===== src/rtl/iram_arb_pkg.sv =====
// Shared constants and helpers for the IRAM fetch arbiter and the reusable arbiter core.
package iram_arb_pkg;
    localparam int ADDR_W_DEF    = 16;
    localparam int DATA_W_DEF    = 16;
    localparam int NUM_CORES_DEF = 4;
    localparam int ARB_RR        = 0;
    localparam int ARB_FIXED     = 1;

    function automatic int id_width(input int n);
        return (n > 1) ? $clog2(n) : 1;
    endfunction

    localparam int ID_W = id_width(NUM_CORES_DEF);
endpackage


===== src/rtl/iram_fetch_arbiter_rr.sv =====
// One-hot arbiter: round-robin from a rotating pointer, or fixed lowest-index priority.
module rr_arbiter
    import iram_arb_pkg::*;
#(
    parameter int N    = 4,
    parameter int MODE = ARB_RR,
    localparam int IW  = id_width(N)
) (
    input  logic          clk,
    input  logic          rst_n,
    input  logic [N-1:0]  elig_i,
    output logic [N-1:0]  gnt_o,
    output logic [IW-1:0] win_id_o,
    output logic          accept_o
);
    logic [IW-1:0] ptr_q, ptr_d;
    logic [N-1:0]  hi_mask;
    logic [N-1:0]  hi_elig;
    logic [N-1:0]  pick;
    logic [IW-1:0] win;

    // Bits at or above the pointer are searched first; wrap falls back to the whole vector.
    for (genvar gi = 0; gi < N; gi++) begin : g_mask
        assign hi_mask[gi] = (IW'(gi) >= ptr_q);
    end

    always_comb begin
        hi_elig = elig_i & hi_mask;
        if (MODE == ARB_FIXED || hi_elig == '0) begin
            pick = elig_i & (~elig_i + N'(1));
        end else begin
            pick = hi_elig & (~hi_elig + N'(1));
        end
    end

    always_comb begin
        win = '0;
        for (int i = 0; i < N; i++) begin
            if (pick[i]) begin
                win = win | IW'(i);
            end
        end
    end

    always_comb begin
        ptr_d = ptr_q;
        if (MODE == ARB_FIXED) begin
            ptr_d = '0;
        end else if (|pick) begin
            ptr_d = (win == IW'(N - 1)) ? '0 : win + IW'(1);
        end
    end

    always_ff @(posedge clk) begin
        if (!rst_n) begin
            ptr_q <= '0;
        end else begin
            ptr_q <= ptr_d;
        end
    end

    assign gnt_o    = pick;
    assign win_id_o = win;
    assign accept_o = |pick;
endmodule


===== src/rtl/iram_fetch_arbiter.sv =====
// Arbitrates core fetches onto the single-port IRAM and steers read data back to the winner.
module iram_fetch_arbiter
    import iram_arb_pkg::*;
#(
    parameter int NUM_CORES = NUM_CORES_DEF,
    parameter int ADDR_W    = ADDR_W_DEF,
    parameter int DATA_W    = DATA_W_DEF,
    parameter int ARB_MODE  = ARB_RR
) (
    input  logic                        clk,
    input  logic                        rst_n,
    input  logic [NUM_CORES-1:0]        core_en,
    input  logic [NUM_CORES-1:0]        core_req,
    input  logic [NUM_CORES*ADDR_W-1:0] core_addr,
    output logic [NUM_CORES-1:0]        core_gnt,
    output logic [NUM_CORES-1:0]        core_rvalid,
    output logic [DATA_W-1:0]           core_rdata,
    output logic [ADDR_W-1:0]           iram_addr,
    output logic [DATA_W-1:0]           iram_data_in,
    input  logic [DATA_W-1:0]           iram_data_out
);
    localparam int IW = id_width(NUM_CORES);

    logic [NUM_CORES-1:0] elig;
    logic [NUM_CORES-1:0] gnt;
    logic [IW-1:0]        win_id;
    logic                 accept;
    logic [ADDR_W-1:0]    mux_addr;

    logic [ADDR_W-1:0] iram_addr_q, iram_addr_d;
    logic              s1_v_q, s1_v_d, s2_v_q, s2_v_d;
    logic [IW-1:0]     s1_id_q, s1_id_d, s2_id_q, s2_id_d;

    // Gating elig during reset keeps the grant low without a separate output mask.
    assign elig = {NUM_CORES{rst_n}} & core_req & core_en;

    rr_arbiter #(
        .N    (NUM_CORES),
        .MODE (ARB_MODE)
    ) u_arb (
        .clk      (clk),
        .rst_n    (rst_n),
        .elig_i   (elig),
        .gnt_o    (gnt),
        .win_id_o (win_id),
        .accept_o (accept)
    );

    // AND-OR mux so an undriven address on a losing core cannot leak through.
    always_comb begin
        mux_addr = '0;
        for (int i = 0; i < NUM_CORES; i++) begin
            mux_addr = mux_addr | (core_addr[i*ADDR_W +: ADDR_W] & {ADDR_W{gnt[i]}});
        end
    end

    always_comb begin
        iram_addr_d = accept ? mux_addr : iram_addr_q;
        s1_v_d      = accept;
        s1_id_d     = accept ? win_id : s1_id_q;
        s2_v_d      = s1_v_q;
        s2_id_d     = s1_id_q;
    end

    always_ff @(posedge clk) begin
        if (!rst_n) begin
            iram_addr_q <= '0;
            s1_v_q      <= 1'b0;
            s1_id_q     <= '0;
            s2_v_q      <= 1'b0;
            s2_id_q     <= '0;
        end else begin
            iram_addr_q <= iram_addr_d;
            s1_v_q      <= s1_v_d;
            s1_id_q     <= s1_id_d;
            s2_v_q      <= s2_v_d;
            s2_id_q     <= s2_id_d;
        end
    end

    for (genvar gi = 0; gi < NUM_CORES; gi++) begin : g_rvalid
        assign core_rvalid[gi] = s2_v_q && (s2_id_q == IW'(gi));
    end

    assign core_gnt     = gnt;
    assign core_rdata   = iram_data_out;
    assign iram_addr    = iram_addr_q;
    assign iram_data_in = '0;
endmodule


===== config.mk =====
export PLATFORM = sky130hd
export DESIGN_NAME = iram_fetch_arbiter
export DESIGN_NICKNAME = d
export VERILOG_FILES = /design/src/rtl/iram_arb_pkg.sv /design/src/rtl/iram_fetch_arbiter_rr.sv /design/src/rtl/iram_fetch_arbiter.sv
export SDC_FILE = /design/constraint.sdc
export NUM_CORES = 1
export LEC_CHECK = 0
export CELL_PAD_IN_SITES_DETAIL_PLACEMENT = 1
export CELL_PAD_IN_SITES_GLOBAL_PLACEMENT = 1
export CORE_MARGIN = 2
export CORE_UTILIZATION = 23
export DETAILED_ROUTE_END_ITERATION = 8
export PLACE_DENSITY_LB_ADDON = 0.1
export SETUP_SLACK_MARGIN = 0.05
export SLEW_MARGIN = 30
export SYNTH_ARGS = -nofsm -noshare
export SYNTH_HDL_FRONTEND = slang
export SYNTH_HIERARCHICAL = 1
export SYNTH_SLANG_ARGS = --single-unit

===== constraint.sdc =====
create_clock -name clk -period 2.7 [get_ports clk]
set_input_delay 0.405 -clock clk [delete_from_list [all_inputs] [get_ports clk]]
set_output_delay 0.405 -clock clk [all_outputs]
set_load 0.05 [all_outputs]

After elaboration in Yosys (flattened, before gate mapping)
Cells that the tools add are included.
{"block": "op_classes", "add_sub_neg": 3, "mul": 0, "n_div": 0, "order_cmp": 4, "n_eq_ne": 4, "shifts": 0, "n_mux": 5, "n_bitwise": 14, "n_reduce_logical": 7}
{"op": "bitwise AND 16 bit", "count": 4}
{"op": "OR 16 bit", "count": 3}
{"op": "bitwise AND 4 bit", "count": 5}
{"op": "adder 4 x 1 -> 4 bit (second input constant)", "count": 2}
{"op": "inverter 4 bit", "count": 2}
{"op": "== test 2 bit (second input constant)", "count": 3}
{"op": "2-to-1 mux 2 bit", "count": 3}
{"op": ">= comparator 1 x 2 -> 1 bit (first input constant)", "count": 2}
{"op": ">= comparator 2 bit (first input constant)", "count": 2}
{"op": "logical AND 1 bit", "count": 4}
{"op": "logical NOT 4 bit", "count": 1}
{"op": "2-to-1 mux 4 bit", "count": 1}
{"op": "OR reduction 4 bit", "count": 1}
{"op": "adder 2 x 1 -> 2 bit (second input constant)", "count": 1}
{"op": "== test 2 x 1 -> 1 bit (second input constant)", "count": 1}
{"op": "logical NOT 2 bit", "count": 1}
{"op": "2-to-1 mux 1 bit", "count": 1}
{"block": "totals", "reg_bits": 24, "latch_bits": 0, "mem_bits_rw": 0, "romBits": 0, "in_bits": 90, "out_inout_bits": 56, "wordCells": 43, "mem_count": 0}

Logic depth before layout (Yosys ltp)
{"block": "logic_depth", "depth_word": 12, "depth_mapped": 10, "mapped_depth_nobuf": 7}

By module
The synthesis kept the hierarchy.
{"module": "iram_fetch_arbiter", "instances": 1, "cells_each": 150, "area_per_inst_um2": 1390.1, "seq_area_each_um2": 440.4}
{"module": "rr_arbiter", "instances": 1, "cells_each": 37, "area_per_inst_um2": 264.0, "seq_area_each_um2": 40.0}

Least setup slack after synthesis
OpenSTA, ideal clock, no wires.
{"block": "synth_timing", "kind": "input-to-reg", "start": "in rst_n", "end": "reg iram_addr_q[11], in the netlist iram_addr[11]", "setup_ns": 0.074, "arrival_time_ns": 2.798, "t_required_ns": 2.626, "slack_ns": -0.172, "path_stages": 9, "n_path_buf": 4, "path_cell_list": "buf_4 -> and3_1 -> buf_6 -> or2b_1 -> o21ai_0 -> buf_6 -> buf_8 -> a22oi_1 -> a31oi_1"}
{"block": "synth_between", "elab_chain_cells": 11, "word_cells_on_any_way": 19, "cone_classes": "2 x add/sub; 1 x mux; 14 x bitwise; 2 x reduce/logical"}
{"item": "start: declaration", "line_no": "iram_fetch_arbiter.sv:11", "source": "input logic rst_n,"}
{"item": "bitwise AND 4 bit * (2 in series)", "line_no": "iram_fetch_arbiter.sv:35", "source": "assign elig = {NUM_CORES{rst_n}} & core_req & core_en;"}
{"item": "via elig[0]", "line_no": "iram_fetch_arbiter.sv:24", "source": "logic [NUM_CORES-1:0] elig;"}
{"item": "bitwise AND 4 bit", "line_no": "iram_fetch_arbiter_rr.sv:28", "source": "hi_elig = elig_i & hi_mask;"}
{"item": "inverter 4 bit", "line_no": "iram_fetch_arbiter_rr.sv:32", "source": "pick = hi_elig & (~hi_elig + N'(1));"}
{"item": "adder 4 x 1 -> 4 bit", "line_no": "iram_fetch_arbiter_rr.sv:32"}
{"item": "bitwise AND 4 bit", "line_no": "iram_fetch_arbiter_rr.sv:32"}
{"item": "2-to-1 mux 4 bit *", "line_no": "iram_fetch_arbiter_rr.sv:29", "source": "if (MODE == ARB_FIXED || hi_elig == '0) begin"}
{"item": "via core_gnt[0]", "line_no": "iram_fetch_arbiter.sv:15", "source": "output logic [NUM_CORES-1:0] core_gnt,"}
{"item": "bitwise AND 16 bit", "line_no": "iram_fetch_arbiter.sv:53", "source": "mux_addr = mux_addr | (core_addr[i*ADDR_W +: ADDR_W] & {ADDR_W{gnt[i]}});"}
{"item": "OR 16 bit (3 in series)", "line_no": "iram_fetch_arbiter.sv:53"}
{"item": "end signal: assignment", "line_no": "iram_fetch_arbiter.sv:73", "source": "iram_addr_q <= iram_addr_d;"}
{"item": "end: declaration", "line_no": "iram_fetch_arbiter.sv:30", "source": "logic [ADDR_W-1:0] iram_addr_q, iram_addr_d;"}
The timed path passes the listed nets; every way through them passes the cells marked *.
A chain may end at the register's enable or synchronous reset.

Worst setup path in the final report
{"block": "layout_timing", "start": "in rst_n", "end": "out core_gnt[2]"}
{"block": "layout_between", "elab_chain_cells": 7, "word_cells_on_any_way": 11, "cone_classes": "2 x add/sub; 1 x mux; 7 x bitwise; 1 x reduce/logical"}
{"item": "bitwise AND 4 bit * (2 in series)", "line_no": "iram_fetch_arbiter.sv:35"}
{"item": "via elig[0]", "line_no": "iram_fetch_arbiter.sv:24"}
{"item": "bitwise AND 4 bit", "line_no": "iram_fetch_arbiter_rr.sv:28"}
{"item": "inverter 4 bit", "line_no": "iram_fetch_arbiter_rr.sv:32"}
{"item": "adder 4 x 1 -> 4 bit", "line_no": "iram_fetch_arbiter_rr.sv:32"}
{"item": "bitwise AND 4 bit", "line_no": "iram_fetch_arbiter_rr.sv:32"}
{"item": "2-to-1 mux 4 bit *", "line_no": "iram_fetch_arbiter_rr.sv:29"}
{"item": "end: declaration", "line_no": "iram_fetch_arbiter.sv:15"}
Marked as above.

==> qor.log <==
qor: drt.route.vias.total 1,614
qor: timing.slew_viol_final 0
qor: logic_synthesis.yosys.cell_types.count 35
qor: place.numPortBuffers 97
qor: worst_setup_path.worstPathMaxFanout 9
qor: drt.drtIter0Drc 35
qor: cts.clk_latency 0.27 ns
qor: logic_synthesis.synth_top_cells_by_area dfxtp_1 29%, buf_4 16%, a22oi_1 12%
qor: global_route.globalRouteTotalUtil 13.49%
qor: worst_setup_path.critical-path-max-stage-delay 0.56 ns
qor: logic_synthesis.synth_cells 187
qor: logic_synthesis.seq_area_frac_synth 29.05%
qor: cts.cts_post_setup_buffers_inserted 0
qor: die.floorplan.io_pins 146
qor: timing.timing_hold_violations_final 0
qor: die.die-height 88.81 µm
qor: worst_setup_path.path_delay_family buffers and inverters
qor: timing.clock-skew-final 0.004027 ns
qor: drt.post_drt_wl_per_cell 15.21 µm
qor: logic_synthesis.synth-async-reset-ratio 0%
qor: worst_setup_path.cp_endpoint_kind primary output
qor: drt.vias_per_cell 4.483
qor: worst_setup_path.timing.rr.end iram_addr[6]
qor: cts.cts_buffers 3
qor: global_route.globalRouteMet1Util 15.98%
qor: cts.clock_sink_count 24
qor: logic_synthesis.yosys_warnings 6
qor: place.place.detailed.hpwl 4.268 mm
qor: cts.cts_resized 0
qor: worst_setup_path.crit_cells 6
qor: layout.seq_area 480.5 µm²
qor: hold_path.worst_case_hold_path_end_point s2_v_q
qor: worst_setup_path.critical_path.slowest_cell clkdlybuf4s50_1
qor: cts.number_of_hold_buffers_added_after_cts 0
qor: worst_setup_path.setup.worst_path.class input port to primary output
qor: place.detailedPlace.worstSlack 0.1195 ns
qor: die.effective_utilization_at_floorplan 24.08%
qor: worst_setup_path.worst-endpoint-required 2.30 ns
qor: worst_setup_path.cp.buffers_inverters 2
qor: global_route.use_met3 5.317%
qor: logic_synthesis.synth-edff-count 0
qor: logic_synthesis.synth-xor-area-share 0%
qor: flow_run.max_cap_violations 0
qor: layout.footprint_of_the_multi_input_gates 813.3 µm²
qor: cts.cts_htree_levels 1
qor: timing.max_clock_freq 396.4 MHz
qor: cts.cts_root_buffer clkbuf_8
qor: global_route.grt_pass1_vias 1,688
qor: drt.route.detailed.drc 0
qor: logic_synthesis.synth.cells.most_frequent 35 x buf_4, 27 x a22oi_1, 24 x dfxtp_1
qor: power_and_ir_drop.power.density 460.9 nW/µm²
qor: logic_synthesis.synth_seq_cells 24
qor: logic_synthesis.cell_with_the_most_instances_after_synthesis buf_4
qor: timing.slew-limit-headroom 64.29%
qor: timing.unrepaired_setup_endpoints_after_global_routing no
qor: logic_synthesis.synth_top_family_by_area compound AO/OA/AOI/OAI gates
qor: layout.areaGrowthSynthToFinish 56.88%
qor: die.die_width 88.81 µm
qor: layout.n_fill_cell 818
qor: global_route.grt_pass1_wl 8.121 mm
qor: logic_synthesis.synth_mux_area_share 1.210%
qor: die.placement_rows 30
qor: worst_setup_path.timing.reg2reg.worst_path_depth 6
qor: global_route.met2_usage 22.73%
qor: power_and_ir_drop.report.power.total 1.196 mW
qor: timing.postLayoutSetupSlackWorst 0.1773 ns
qor: run_status.status finished, final reports clean
qor: worst_setup_path.worst-endpoint-arrival 2.12 ns
qor: layout.drive_above_1_share 10.23%
qor: worst_setup_path.regToRegSetupSlack 0.88 ns
qor: drt.number_of_iterations_in_the_first_detailed_routing_pass 4
qor: layout.finalNetCount 355
qor: cts.cts_max_path_buffers 2
qor: global_route.grt_max_degree 21
qor: timing.finalSetupTns 0 ns
qor: die.die_area 7886 µm²
qor: logic_synthesis.synth_fa_ha_area_share 0%
qor: drt.finalWirelength 5.476 mm
qor: hold_path.hold_path_startpoint s1_v_q
qor: cts.cts.reportedPaths.clkPinSlew 0.09 ns
qor: drt.antenna_violating_nets_post_route 0
qor: logic_synthesis.synthSimpleGateAreaFrac 10.51%
qor: hold_path.worstHoldPathType register to register
qor: logic_synthesis.post_synth.cell_area_avg 8.845 µm²
qor: worst_setup_path.timing.critical_path.cells clkdlybuf4s50_1 -> and3_1 -> nor2b_4 -> nor3_1 -> o31a_1 -> buf_12
qor: power_and_ir_drop.vdd.ir_drop.worst 181.2 µV
qor: timing.min_period_over_period 93.43%
qor: timing.setup_viol 0
qor: logic_synthesis.yosysTopAreaCellShare 29.05%
qor: die.design.core.area 6869 µm²
qor: global_route.initial_antenna_violation_count 0
qor: logic_synthesis.leading_area_contributor_after_synthesis dfxtp_1
qor: logic_synthesis.dominantRegCellSynth dfxtp_1
qor: logic_synthesis.post_synth_instance_area 1654 µm²
qor: timing.worstMarginPinSlew 0.5356 ns
qor: power_and_ir_drop.static-leakage-power 0.9463 nW
qor: worst_setup_path.crit-reg2reg-launch u_arb/ptr_q[1]
qor: cts.cts_tree built
qor: global_route.grt_remaining_overflow 0
qor: timing.timing.final.crit_period 2.523 ns
qor: global_route.grt_busiest_layer met2
qor: worst_setup_path.setup.worst_path.start_class input port
qor: logic_synthesis.synth_compound_area_share 33.59%
qor: hold_path.timing.hold.worst_path_depth 1
qor: layout.num_antenna_cells 0
qor: place.gp_congestion 0.7996
[power by group]
| part | leakage, nW | switching (mW) | total [mW] | internal [mW] |
|---|---|---|---|---|
| Clock | 0.0357 | 0.125 | 0.324 | 0.198 |
| Combinational | 0.713 | 0.260 | 0.466 | 0.205 |
| Sequential | 0.198 | 0.0221 | 0.407 | 0.385 |
[through the flow]
step / hold slack (ns) / std cells / utilization, % / instance area [µm²]
after CTS: 0.4486 / 360 / 37.78 / 2595
final: 0.4428 / 360 / 37.78 / 2595
after detailed placement: 0.4257 / 356 / 36.74 / 2524
after global placement: 0.4148 / 356 / 36.74 / 2524
after global routing: 0.4620 / 360 / 37.78 / 2595
after floorplan: 0.4119 / 202 / - / 1710
[area by class of cell]
cell class | count | area share (%)
clock buffer | 3 | 1.591
tap | 96 | 4.629
timing repair buffer | 107 | 42.33
clock inverter | 1 | 1.157
multi-input combinational | 126 | 31.34
inverter | 3 | 0.4339
sequential | 24 | 18.51
[flip-flops by register name, indices dropped and copies added (netlist names)]
name / count
iram_addr: 16
s1_id_q: 2
s2_id_q: 2
u_arb/ptr_q: 2
s1_v_q: 1
s2_v_q: 1
[worst reg2reg max path: cells and delay by family, from the launching register on]
family,cells,cell delay [ns]
AO/OA/AOI/OAI,3,0.73
flip-flops,1,0.55
buffers and inverters,2,0.36
AND/OR/NAND/NOR,1,0.13
[worst max-delay path by stage]
stage | end | startpoint | slack (ns)
floorplan | iram_addr[11] | rst_n | 0.27
global placement | iram_addr[10] | rst_n | 0.20
detailed placement | iram_addr[4] | rst_n | 0.12
CTS | core_gnt[2] | rst_n | 0.13
global route | core_gnt[2] | rst_n | 0.07
finish | core_gnt[2] | rst_n | 0.18
[layer usage]
layer / share of wire [%] / routed length, µm / up-vias
met4: 0.93 / 51 / 0
li1: - / - / 801
met2: 47 / 2576 / 80
met1: 42 / 2311 / 727
met5: 0 / 0 / -
met3: 9.8 / 538 / 6
[layout by cell type, fill, tap and decap left out, types with 6 or more instances in the layout]
| cell | n |
|---|---|
| buf_4 | 9 |
| dfxtp_1 | 24 |
| a31oi_1 | 16 |
| clkdlybuf4s50_1 | 93 |
| and3_1 | 6 |
| a22oi_2 | 6 |
| a22oi_1 | 27 |
| o21ai_1 | 13 |
| o21ai_0 | 6 |
| conb_1 | 16 |
[cells by family after synthesis]
| family | after synthesis |
|---|---|
| other | 1 |
| AND/OR/NAND/NOR | 29 |
| AO/OA/AOI/OAI | 79 |
| flip-flops | 24 |
| buffers and inverters | 52 |
| multiplexers | 2 |
No activity file was read; power rests on OpenSTA's default activity.
